File: config.mk
export PLATFORM = sky130hd
export DESIGN_NAME = wb_to_native
export DESIGN_NICKNAME = d
export VERILOG_FILES = /design/src/rtl/wb_to_native_pkg.sv /design/src/rtl/wb_to_native.sv
export SDC_FILE = /design/constraint.sdc
export NUM_CORES = 1
export LEC_CHECK = 0
export ABC_CLOCK_PERIOD_IN_PS = 1650
export BUFFER_PORTS_ARGS = -buffer_cell sky130_fd_sc_hd__buf_4
export CORE_AREA = 8 8 263 265
export CTS_CLUSTER_DIAMETER = 100
export DETAILED_ROUTE_END_ITERATION = 10
export DIE_AREA = 0 0 271 273
export GPL_ROUTABILITY_DRIVEN = 0
export PLACE_DENSITY = 0.44
export SETUP_SLACK_MARGIN = 0.02
export SLEW_MARGIN = 10
export SYNTH_ARGS = -nofsm -noshare
export SYNTH_HDL_FRONTEND = slang
export SYNTH_SLANG_ARGS = --single-unit
File: constraint.sdc
create_clock -name sys_clk -period 1.65 [get_ports sys_clk]
set_input_delay 0.165 -clock sys_clk [delete_from_list [all_inputs] [get_ports sys_clk]]
set_output_delay 0.165 -clock sys_clk [all_outputs]
set_load 0.05 [all_outputs]
File: src/rtl/wb_to_native_pkg.sv
// wb_to_native_pkg: shared FSM state encoding and lane constants for the Wishbone-to-native bridge
package wb_to_native_pkg;
  localparam int LANES = 8;
  localparam int WB_DW = 32;
  typedef enum logic [2:0] {S_IDLE, S_CMD, S_WRITE, S_READ, S_ACK} state_t;
endpackage

File: src/rtl/wb_to_native.sv
// wb_to_native: bridges single Wishbone word transfers onto a 256-bit native cmd/wdata/rdata port
// Ports: sys_clk/sys_rst (sync, active-high); wishbone_port_* slave side (cti/bte ignored, err tied 0);
//        cmd_* command out, wdata_* write data out, rdata_* read data in; all first/last flags single-beat.
module wb_to_native
  import wb_to_native_pkg::*;
#(
  parameter int NATIVE_DW = 256,
  parameter int ADDR_W    = 32
) (
  input  logic                   sys_clk,
  input  logic                   sys_rst,
  input  logic [ADDR_W-1:0]      wishbone_port_adr,
  input  logic [WB_DW-1:0]       wishbone_port_dat_w,
  output logic [WB_DW-1:0]       wishbone_port_dat_r,
  input  logic [3:0]             wishbone_port_sel,
  input  logic                   wishbone_port_cyc,
  input  logic                   wishbone_port_stb,
  input  logic                   wishbone_port_we,
  input  logic [2:0]             wishbone_port_cti,
  input  logic [1:0]             wishbone_port_bte,
  output logic                   wishbone_port_ack,
  output logic                   wishbone_port_err,
  output logic                   cmd_valid,
  input  logic                   cmd_ready,
  output logic                   cmd_first,
  output logic                   cmd_last,
  output logic                   cmd_payload_we,
  output logic [ADDR_W-1:0]      cmd_payload_addr,
  output logic                   wdata_valid,
  input  logic                   wdata_ready,
  output logic                   wdata_first,
  output logic                   wdata_last,
  output logic [NATIVE_DW-1:0]   wdata_payload_data,
  output logic [NATIVE_DW/8-1:0] wdata_payload_we,
  input  logic                   rdata_valid,
  output logic                   rdata_ready,
  input  logic                   rdata_first,
  input  logic                   rdata_last,
  input  logic [NATIVE_DW-1:0]   rdata_payload_data
);
  state_t             r_state;
  logic [ADDR_W-1:0]  r_adr;
  logic [WB_DW-1:0]   r_dat;
  logic [WB_DW-1:0]   r_dat_r;
  logic [3:0]         r_sel;
  logic               r_we;
  logic               r_cmd_valid;
  logic               r_wdata_valid;
  logic               r_rdata_ready;
  logic               r_ack;
  logic               w_unused;
  assign w_unused            = &{1'b0, wishbone_port_cti, wishbone_port_bte, rdata_first, rdata_last};
  assign wishbone_port_err   = 1'b0;
  assign cmd_first           = 1'b1;
  assign cmd_last            = 1'b1;
  assign wdata_first         = 1'b1;
  assign wdata_last          = 1'b1;
  assign wishbone_port_ack   = r_ack;
  assign wishbone_port_dat_r = r_dat_r;
  assign cmd_valid           = r_cmd_valid;
  assign cmd_payload_we      = r_we;
  assign cmd_payload_addr    = {3'b000, r_adr[ADDR_W-1:3]};
  assign wdata_valid         = r_wdata_valid;
  assign wdata_payload_data  = {LANES{r_dat}};
  // each 32-bit lane owns 4 byte enables, so the word's selects move by 4 bits per lane index
  assign wdata_payload_we    = {{(NATIVE_DW/8-4){1'b0}}, r_sel} << {r_adr[2:0], 2'b00};
  assign rdata_ready         = r_rdata_ready;
  always_ff @(posedge sys_clk) begin
    if (sys_rst) begin
      r_state       <= S_IDLE;
      r_adr         <= '0;
      r_dat         <= '0;
      r_sel         <= '0;
      r_we          <= 1'b0;
      r_dat_r       <= '0;
      r_cmd_valid   <= 1'b0;
      r_wdata_valid <= 1'b0;
      r_rdata_ready <= 1'b0;
      r_ack         <= 1'b0;
    end else begin
      r_ack <= 1'b0;
      case (r_state)
        S_IDLE: if (wishbone_port_cyc && wishbone_port_stb) begin
          r_adr       <= wishbone_port_adr;
          r_dat       <= wishbone_port_dat_w;
          r_sel       <= wishbone_port_sel;
          r_we        <= wishbone_port_we;
          r_cmd_valid <= 1'b1;
          r_state     <= S_CMD;
        end
        S_CMD: if (cmd_ready) begin
          r_cmd_valid   <= 1'b0;
          r_wdata_valid <= r_we;
          r_rdata_ready <= !r_we;
          r_state       <= r_we ? S_WRITE : S_READ;
        end
        S_WRITE: if (wdata_ready) begin
          r_wdata_valid <= 1'b0;
          r_ack         <= 1'b1;
          r_state       <= S_ACK;
        end
        S_READ: if (rdata_valid) begin
          r_rdata_ready <= 1'b0;
          r_dat_r       <= rdata_payload_data[{r_adr[2:0], 5'b00000} +: WB_DW];
          r_ack         <= 1'b1;
          r_state       <= S_ACK;
        end
        S_ACK: r_state <= S_IDLE;
        default: r_state <= S_IDLE;
      endcase
    end
  end
endmodule

==> impl_metrics.yaml <==
outcome:
  status: "complete, but fails checks"
  violations: "negative setup slack"
floorplan:
  die_h_um: 273
  die_w_um: 271
  ios: 701
  initial_core_util: 0.126
  rows: 94
  core_area_um2: 65000
  dieArea_um2: 74000
route:
  ant_nets: 0
  firstDrtPassIters: 4
  drt_iter0_drc: 253
  post_drt_wl_per_cell_um: 17.0
  vias: 8511
  drt_drc_violations_left: 0
  routed_wl_um: 40400
  viasPerCell: 3.57
synthesis:
  synth_area_leader_cell: "dfxtp_1"
  synth_warnings: 0
  yosys-top-cells-area: "dfxtp_1, buf_4, mux2i_1"
  synth_top_area_share: 0.265
  seq_area_frac_synth: 0.265
  synth_edf_count: 0
  synthDistinctLibCells: 30
  postSynth.asyncResetShare: 0
  syn_area_um2: 8170
  synthCells: 1017
  ys.flop_type: "dfxtp_1"
  synth_area_per_cell_um2: 8.03
  synth_seq_cells: 108
critical_path:
  worstSetupPathType: "flop to output pin"
  cp-start-kind: "flop"
  max_stage_delay_ns: 0.41
  critical_path.top_delay_family: "buffers and inverters"
  worstSetupEndpointType: "output pin"
  worstReg2RegStart: "r_adr[0]"
  regToRegSetupSlack_ns: 0.01
  cp.required_ns: 1.48
  reg2reg_depth: 7
  crit_path_top_delay_cell: "dfxtp_4"
  path_cells: "buf_12 > buf_8 > nand2b_4 > nor2_2 > buf_6"
  crit_arrival_ns: 1.55
  critPathMaxFanout: 7
  r2r-end: "wishbone_port_dat_r[1]"
  crit_buf_inv: 3
sta:
  skew_ns: 0.0129
  finalCriticalPeriod_ns: 1.71
  setup_ws_ns: -0.0625
  finalSetupViolations: 29
  hold_viol: 0
  drv_slew: 0
  timing.fmax_mhz: 584
  rsz0062_at_grt: "yes"
  fin_crit_sh: 1.04
clock_tree:
  cts_tree: "done"
  h-tree-depth: 3
  cts_sinks: 108
  cts_root_buffer: "clkbuf_16"
  insertion_delay_ns: 0.39
  clockBufferDepth: 2
  cts_made_buffers: 9
  clk_pin_slew_ns: 0.08
flow_run:
  maxCapViolations: 0
layout:
  most-common-layout-cells: "buf_4, nand2_1, mux2i_1"
  areaGrowthSynthToFinish_pct: 72.4
  drive_above_1_share: 0.570
  final_common_cell: "buf_4"
  final_cells: 2382
  fill_cells: 7147
  nNetsFinal: 1851
grt:
  grt_pass1_vias: 9156
  grt_overflow: 0
  grt.total_usage: 0.101
  antenna_found_initial: 2
  grt_max_degree: 71
  grt_pass1_wl_um: 57600
worst_hold_path:
  min_to: "r_adr[20]"
  hp-start: "wishbone_port_adr[20]"
  hold_depth: 3
  min_path_type: "primary input to flop"
place:
  pre_cts_ws_ns: -0.0548
  dp_cells: 2298
  portBuffers: 685
  hpwl_um: 32100
power:
  pwr_density_cell_nw_per_um2: 636
  p_total_w: 0.00896
  ir_worst_vdd_v: 0.000468
  p_leak_nw: 6.12
routing by layer:
layer,up-vias,GRT usage,share of wire
li1,4146,-,-
met1,3990,0.110,0.38
met2,349,0.182,0.52
met3,24,0.0394,0.084
met4,2,0.0234,0.015
met5,-,0,0.00032
flip-flops by register name (all words and copies together), names as in the netlist:
register / flops
cmd_payload_we: 1
cmd_valid: 1
r_adr: 32
r_dat: 32
r_sel: 4
r_state: 3
rdata_ready: 1
wdata_valid: 1
wishbone_port_ack: 1
wishbone_port_dat_r: 32
what timing repair did:
action                                  4_1_cts  5_1_grt
resized for setup                            87       49
hold endpoints to repair                     59        0
endpoints found under the setup margin       43       63
pin swaps                                    16       15
buffers inserted                              6        2
hold buffers                                 59        0
logic make-up after synthesis:
logic type | synth area share
AO/OA/AOI/OAI | 0.127
buffers and inverters | 0.291
flip-flops | 0.265
multiplexers | 0.158
other | 0.000919
AND/OR/NAND/NOR | 0.159
tightest hold or removal path, stage by stage:
cell	delay (ns)
buf_4	0.11
nand2_1	0.05
a21oi_1	0.05
where the power goes:
part / internal [W] / total [W] / switching (W)
Clock: 0.00108 / 0.00227 / 0.00119
Combinational: 0.00151 / 0.00382 / 0.00232
Sequential: 0.00271 / 0.00287 / 0.000159
Total: 0.00530 / 0.00896 / 0.00366
worst max-delay path by stage:
stage	start	endpoint	slack (ns)	cells past startpoint
after floorplan	r_adr[1]	wdata_payload_we[2]	0.01	3
after global placement	r_adr[0]	wishbone_port_dat_r[1]	-0.06	6
after detailed placement	r_adr[0]	wishbone_port_dat_r[1]	-0.05	6
after CTS	r_adr[0]	wdata_payload_we[24]	-0.09	5
after global routing	r_adr[0]	wdata_payload_we[2]	-0.14	5
final	r_adr[0]	wdata_payload_we[2]	-0.06	5
cell usage after synthesis (2+ instances only):
cell      instances
buf_2            25
nor3_1            5
mux2i_1         129
buf_6             7
dfxtp_1         108
a21oi_1         104
nand2_1         147
clkbuf_1         20
nor3_2           30
inv_1             2
nand2b_1          7
buf_4           278
nor4_1            3
nor2b_1           4
a22oi_1          64
nor2_1           69
conb_1            2
through the flow:
stage / utilization / TNS, ns / instance area [µm²] / hold slack, ns
final: 0.217 / -0.798 / 14100 / 0.0456
after global routing: 0.217 / -4.30 / 14100 / 0.00408
after CTS: 0.213 / -2.66 / 13900 / 0.00000239
after detailed placement: 0.195 / -0.0844 / 12700 / 0.422
after global placement: 0.195 / -0.122 / 12700 / 0.412
after floorplan: - / 0 / 8190 / 0.301
layout make-up:
type	count	area, µm²	share of cell area
well taps	864	1080	0.0768
repair buffers	808	6620	0.470
flip-flops and latches	108	2170	0.154
multi-input cells	583	3940	0.279
clock inverters	4	28.8	0.00204
clock buffers	12	246	0.0175
diodes	1	2.50	0.000178
inverters	2	7.51	0.000533
Note: power is estimated with default switching activity, not from simulation.
